[config.mk]
export PLATFORM = sky130hd
export DESIGN_NAME = led_pattern_sequencer_param
export DESIGN_NICKNAME = d
export VERILOG_FILES = /design/src/rtl/led_pattern_sequencer_param.sv
export SDC_FILE = /design/constraint.sdc
export NUM_CORES = 1
export LEC_CHECK = 0
export BUFFER_PORTS_ARGS = -buffer_cell sky130_fd_sc_hd__buf_4
export CAP_MARGIN = 10
export CORE_ASPECT_RATIO = 0.75
export CORE_UTILIZATION = 42
export DETAILED_ROUTE_END_ITERATION = 6
export PLACE_DENSITY = 0.66
export REMOVE_ABC_BUFFERS = 1
export SLEW_MARGIN = 0
export SYNTH_ARGS = -nofsm -noshare
export SYNTH_HDL_FRONTEND = slang
export SYNTH_SLANG_ARGS = --single-unit
[constraint.sdc]
create_clock -name clk -period 6.4 [get_ports clk]
set_clock_uncertainty 0.05 [all_clocks]
set_input_delay 0 -clock clk [delete_from_list [all_inputs] [get_ports clk]]
set_output_delay 0 -clock clk [all_outputs]
set_load 0.05 [all_outputs]
[src/rtl/led_pattern_sequencer_param.sv]
`default_nettype none
// ============================================================================
// Module   : led_pattern_sequencer_param
// Brief    : WIDTH-LED pattern sequencer with four step rates, nine patterns
//            (walk, bounce, Johnson, count, alternate, LFSR, blink), a pause
//            control and a step-tick strobe. All outputs are registered.
// Revision : 1.0 - initial release
// ============================================================================
module led_pattern_sequencer_param #(
  parameter int               WIDTH     = 8,
  parameter int               RATE0_DIV = 10000000,
  parameter int               RATE1_DIV = 2500000,
  parameter int               RATE2_DIV = 1000000,
  parameter int               RATE3_DIV = 250000,
  parameter logic [WIDTH-1:0] LFSR_TAPS = WIDTH'(8'hB8)
) (
  input  logic             clk,
  input  logic             rst,
  input  logic [1:0]       rate_sel,
  input  logic [3:0]       pattern_sel,
  input  logic             pause,
  output logic [WIDTH-1:0] led_out,
  output logic             step_tick,
  output logic [3:0]       pattern_active
);

  localparam int C_MAX01   = (RATE0_DIV > RATE1_DIV) ? RATE0_DIV : RATE1_DIV;
  localparam int C_MAX23   = (RATE2_DIV > RATE3_DIV) ? RATE2_DIV : RATE3_DIV;
  localparam int C_MAX_DIV = (C_MAX01 > C_MAX23) ? C_MAX01 : C_MAX23;
  localparam int C_CNT_W   = $clog2(C_MAX_DIV) + 1;

  localparam logic [3:0] C_PAT_OFF   = 4'd0;
  localparam logic [3:0] C_PAT_WALKL = 4'd1;
  localparam logic [3:0] C_PAT_WALKR = 4'd2;
  localparam logic [3:0] C_PAT_BNCE  = 4'd3;
  localparam logic [3:0] C_PAT_JOHN  = 4'd4;
  localparam logic [3:0] C_PAT_COUNT = 4'd5;
  localparam logic [3:0] C_PAT_ALT   = 4'd6;
  localparam logic [3:0] C_PAT_LFSR  = 4'd7;
  localparam logic [3:0] C_PAT_BLINK = 4'd8;

  localparam logic [WIDTH-1:0] C_ONE  = WIDTH'(1);
  localparam logic [WIDTH-1:0] C_MSB  = C_ONE << (WIDTH - 1);
  localparam logic [WIDTH-1:0] C_ONES = {WIDTH{1'b1}};

  logic [WIDTH-1:0]   led_q, led_d;
  logic [C_CNT_W-1:0] cnt_q, cnt_d;
  logic               dir_q, dir_d;
  logic               tick_q, tick_d;
  logic [3:0]         active_q, active_d;

  logic [C_CNT_W-1:0] w_div;
  logic               w_cnt_end;
  logic               w_pat_change;
  logic [WIDTH-1:0]   w_alt_seed;
  logic [WIDTH-1:0]   w_seed;
  logic [WIDTH-1:0]   w_adv_led;
  logic               w_adv_dir;

  // Alternate-pattern seed: even bits set, only within the whole 2-bit pairs
  for (genvar gi = 0; gi < WIDTH; gi++) begin : g_alt
    assign w_alt_seed[gi] = ((gi % 2) == 0) && (gi < 2 * (WIDTH / 2));
  end

  assign w_pat_change = (pattern_sel != active_q);
  // ">=" lets a switch to a shorter divider tick at once instead of wrapping
  assign w_cnt_end    = (cnt_q >= (w_div - C_CNT_W'(1)));

  // Select the clocks-per-step divider for the current rate
  always_comb begin
    case (rate_sel)
      2'd0:    w_div = C_CNT_W'(RATE0_DIV);
      2'd1:    w_div = C_CNT_W'(RATE1_DIV);
      2'd2:    w_div = C_CNT_W'(RATE2_DIV);
      default: w_div = C_CNT_W'(RATE3_DIV);
    endcase
  end

  // Seed value loaded when a new pattern is requested
  always_comb begin
    case (pattern_sel)
      C_PAT_WALKL: w_seed = C_ONE;
      C_PAT_WALKR: w_seed = C_MSB;
      C_PAT_BNCE:  w_seed = C_ONE;
      C_PAT_ALT:   w_seed = w_alt_seed;
      C_PAT_LFSR:  w_seed = C_ONES;
      C_PAT_BLINK: w_seed = C_ONES;
      default:     w_seed = '0;
    endcase
  end

  // One-step advance of the running pattern; reserved codes stay dark
  always_comb begin
    w_adv_led = '0;
    w_adv_dir = dir_q;
    case (active_q)
      C_PAT_OFF:   w_adv_led = '0;
      C_PAT_WALKL: w_adv_led = {led_q[WIDTH-2:0], led_q[WIDTH-1]};
      C_PAT_WALKR: w_adv_led = {led_q[0], led_q[WIDTH-1:1]};
      C_PAT_BNCE: begin
        if (!dir_q) begin
          if (led_q[WIDTH-1]) begin
            w_adv_led = led_q >> 1;
            w_adv_dir = 1'b1;
          end else begin
            w_adv_led = led_q << 1;
          end
        end else begin
          if (led_q[0]) begin
            w_adv_led = led_q << 1;
            w_adv_dir = 1'b0;
          end else begin
            w_adv_led = led_q >> 1;
          end
        end
      end
      C_PAT_JOHN:  w_adv_led = {led_q[WIDTH-2:0], ~led_q[WIDTH-1]};
      C_PAT_COUNT: w_adv_led = led_q + C_ONE;
      C_PAT_ALT:   w_adv_led = ~led_q;
      C_PAT_LFSR:  w_adv_led = (led_q >> 1) ^ (led_q[0] ? LFSR_TAPS : '0);
      C_PAT_BLINK: w_adv_led = ~led_q;
      default:     w_adv_led = '0;
    endcase
  end

  // Next state: pattern change beats pause, pause beats the prescaler
  always_comb begin
    active_d = active_q;
    led_d    = led_q;
    cnt_d    = cnt_q;
    dir_d    = dir_q;
    tick_d   = 1'b0;
    if (w_pat_change) begin
      active_d = pattern_sel;
      led_d    = w_seed;
      cnt_d    = '0;
      dir_d    = 1'b0;
    end else if (!pause) begin
      if (w_cnt_end) begin
        cnt_d  = '0;
        led_d  = w_adv_led;
        dir_d  = w_adv_dir;
        tick_d = 1'b1;
      end else begin
        cnt_d  = cnt_q + C_CNT_W'(1);
      end
    end
  end

  // State registers; reset clears the outputs, prescaler and bounce direction
  always_ff @(posedge clk or posedge rst) begin
    if (rst) begin
      led_q    <= '0;
      cnt_q    <= '0;
      dir_q    <= 1'b0;
      tick_q   <= 1'b0;
      active_q <= 4'd0;
    end else begin
      led_q    <= led_d;
      cnt_q    <= cnt_d;
      dir_q    <= dir_d;
      tick_q   <= tick_d;
      active_q <= active_d;
    end
  end

  assign led_out        = led_q;
  assign step_tick      = tick_q;
  assign pattern_active = active_q;

endmodule
`default_nettype wire
==> results.json <==
{
  "grtUsageTotal": 0.2144,
  "area_delta_synth_final_pct": 10.60,
  "postSynthAreaPerCell_um2": 8.072,
  "synth.distinct_cells": 61,
  "reg2reg_slack_ps": 2950,
  "core_region_area_um2": 7533,
  "synthXorXnorAreaFrac": 0.04717,
  "synthMuxAreaShare": 0.01310,
  "fin_ws_ps": 2950,
  "grt_pass1_vias": 2951,
  "criticalPathCategory": "flop to flop",
  "viasPerCell": 6.078,
  "drv_slew": 0,
  "rsz0062_at_grt": "false",
  "timing.fmax_mhz": 289.9,
  "routedWlPerCell_um": 16.42,
  "cts.sinks": 39,
  "pwr-share-seq": 0.453,
  "clkTransAtPathRegs_ps": 80,
  "grt_pass1_wl_mm": 14.43,
  "clk_latency_ps": 290,
  "ys_seq_elements": 39,
  "p_leak_nw": 1.518,
  "ir_drop_uv": 88.26,
  "dp.cells": 510,
  "rows": 27,
  "grt_max_degree": 40,
  "antenna_found_initial": 0,
  "dieArea_um2": 8321,
  "setup_viol": 0,
  "cp_max_fo": 25,
  "fin_crit_ps": 3450,
  "pre_cts_slack_ps": 2837,
  "synthSimpleGateAreaFrac": 0.2756,
  "ys_seq_area_frac": 0.2920,
  "cpPeakStageDelay_ps": 900,
  "die_x_um": 105,
  "yosysWarnings": 0,
  "antenna_left": 0,
  "synth_top_cell_area_share": 0.2920,
  "fin_tns_setup_ps": 0,
  "start_util": 0.4436,
  "dr.pass1.iters": 5,
  "gp_congestion": 0.9040,
  "synthArstFlopShare": 1.000,
  "drv_cap": 0,
  "htree_levels": 2,
  "synth_compound_area_frac": 0.2044,
  "drtIter0Drc": 338,
  "synth_top_family_by_area": "simple AND/OR/NAND/NOR gates",
  "outcome": "finished clean",
  "clk_path_buf_depth": 2,
  "synth_adder_area_share": 0.1161,
  "netSwitchingFraction": 0.3093,
  "p_per_area_nw_per_um2": 164.5,
  "hold_class": "input pin to flop",
  "yosys-top-cells-area": "dfrtp_1 29%, ha_1 12%, nand2_1 4.4%",
  "hold_viol": 0,
  "drcViolationCount": 0,
  "place_area_um2": 3528,
  "overflow": 0,
  "portBuffers": 21,
  "cts_made_buffers": 5,
  "vias": 3179,
  "n_antenna_cell": 0,
  "worst_path_max_delay_cell": "o21ai_1",
  "worstMarginPinSlew_ps": 970.8,
  "place_hpwl_mm": 6.118,
  "arrival_ps": 3580,
  "p_sw_w": 0.0001880,
  "cp.required_ps": 6530,
  "final_area_um2": 3696,
  "cts_tree": "built",
  "syn_inst": 414,
  "power_frac_clock": 0.353,
  "crit_path_start_kind": "flop",
  "fin_cells": 523,
  "fin_crit_sh": 0.5390,
  "final_layout_size_suffix_gt1_frac": 0.09716,
  "post_cts_buffers": 0,
  "routed_wl_mm": 8.588,
  "power_frac_comb": 0.194,
  "synth_ff_type": "dfrtp_1",
  "p_int_w": 0.0004200,
  "die_h_um": 79.25,
  "root_buffer": "clkbuf_8",
  "path_cells": "ha_1, nand4_2, nor4_2, a22oi_1, and3_1, o21ai_1, mux2_2",
  "max-slew-margin-rel": 0.3484,
  "synth-edff-count": 0,
  "end_kind": "flop",
  "io_pins": 22,
  "yosysTopAreaCell": "dfrtp_1",
  "final_nets": 461,
  "netlist_area_um2": 3342
}
[through the flow]
stage	hold WS (ps)	utilization	power [W]
floorplan	-18.57	-	0.0003505
global placement	105.4	0.4684	0.0003928
detailed placement	106.6	0.4684	0.0003934
CTS	65.06	0.4906	0.0006087
global route	76.81	0.4906	0.0006357
finish	63.79	0.4906	0.0006080
[path summary, 6_finish.rpt]
kind / start / to / cells past startpoint
min in group asynchronous: rst / cnt_q[16] / 4
setup reg to reg: cnt_q[24] / led_out[1] / 7
setup / recovery: cnt_q[24] / led_out[1] / 7
max in group asynchronous: rst / pattern_active[0] / 4
hold reg to reg: cnt_q[1] / cnt_q[1] / 2
hold / removal: pause / cnt_q[24] / 3
[what timing repair did]
item | in CTS | in global routing
gates resized for setup | 0 | 0
setup endpoints to repair | 0 | 0
hold buffers | 5 | 0
hold endpoints to repair | 43 | 0
[Yosys cell counts, types with 4 or more instances]
| library cell | n |
|---|---|
| xnor2_1 | 10 |
| and2_1 | 4 |
| a21o_1 | 4 |
| inv_1 | 13 |
| nand3_1 | 29 |
| and3_1 | 4 |
| and4_1 | 4 |
| nor3_1 | 11 |
| clkbuf_1 | 23 |
| a211oi_1 | 4 |
| or4_1 | 8 |
| o21ai_0 | 25 |
| nor2b_1 | 5 |
| nand2b_1 | 5 |
| xor2_1 | 8 |
| a31oi_1 | 9 |
| nand2_1 | 39 |
| nor2_1 | 28 |
| nor3b_1 | 5 |
| nand4_1 | 9 |
| a21oi_1 | 29 |
| dfrtp_1 | 39 |
| o22ai_1 | 4 |
| ha_1 | 31 |
| buf_2 | 6 |
[cells in the final DEF (no fill, tap or decap), types with 4 or more instances in the layout]
cell,count
dlygate4sd3_1,5
nor3b_1,5
a211oi_1,4
inv_1,13
and2_1,4
xnor2_1,10
nor2_1,28
a21o_1,4
clkbuf_8,6
xor2_1,8
a31oi_1,9
and3_1,4
o21ai_0,25
dfrtp_1,39
and4_1,4
nor3_1,11
o22ai_1,4
nand4_1,9
ha_1,31
nand3_1,29
nand2b_1,5
buf_4,23
or4_1,8
nor2b_1,5
a21oi_1,29
nand2_1,39
[power groups by stage]
| stage | logic [W] | clock network (W) | registers (W) |
|---|---|---|---|
| 6_report | 0.000118 | 0.000215 | 0.000275 |
| 5_1_grt | 0.000128 | 0.000230 | 0.000278 |
| 4_1_cts | 0.000117 | 0.000217 | 0.000274 |
| 3_5_place_dp | 0.000114 | 0 | 0.000279 |
| 3_3_place_gp | 0.000113 | 0 | 0.000280 |
| 2_1_floorplan | 0.0000568 | 0 | 0.000294 |
[per-layer routing]
layer / vias to the layer above / GRT usage / part of all wire
li1: 1538 / - / -
met1: 1486 / 0.3188 / 0.50
met2: 143 / 0.3265 / 0.42
met3: 12 / 0.03448 / 0.074
met4: 0 / 0.04225 / 0.011
met5: - / 0 / 0
[flip-flops by register name (all words and copies together), names as in the netlist]
| name | count |
|---|---|
| cnt_q | 25 |
| pattern_active | 4 |
| led_out | 8 |
| step_tick | 1 |
| dir_q | 1 |
[area by class of cell]
cell class | instances | area, um2
Clock buffer | 6 | 82.58
Sequential cell | 39 | 975.9
Timing Repair Buffer | 28 | 222.7
Tap cell | 101 | 126.4
Inverter | 13 | 48.80
Clock inverter | 2 | 35.03
Multi-Input combinational cell | 334 | 2205
Fill cell | 683 | 3837
[cells by family after synthesis]
group	count (synthesis)
compound gates	107
xor+xnor	18
fa+ha+maj	31
buf+inv	43
flops	39
mux	4
other cells	1
simple gates	171
[worst max-delay path, delay by kind of cell, from the launching register on]
family | cells | cell delay, ps
multiplexers | 1 | 410
AND/OR/NAND/NOR | 3 | 1020
flip-flops | 1 | 420
adder cells (fa/ha/maj) | 1 | 340
AO/OA/AOI/OAI | 2 | 1080
Power figures use the tool's default switching activity.
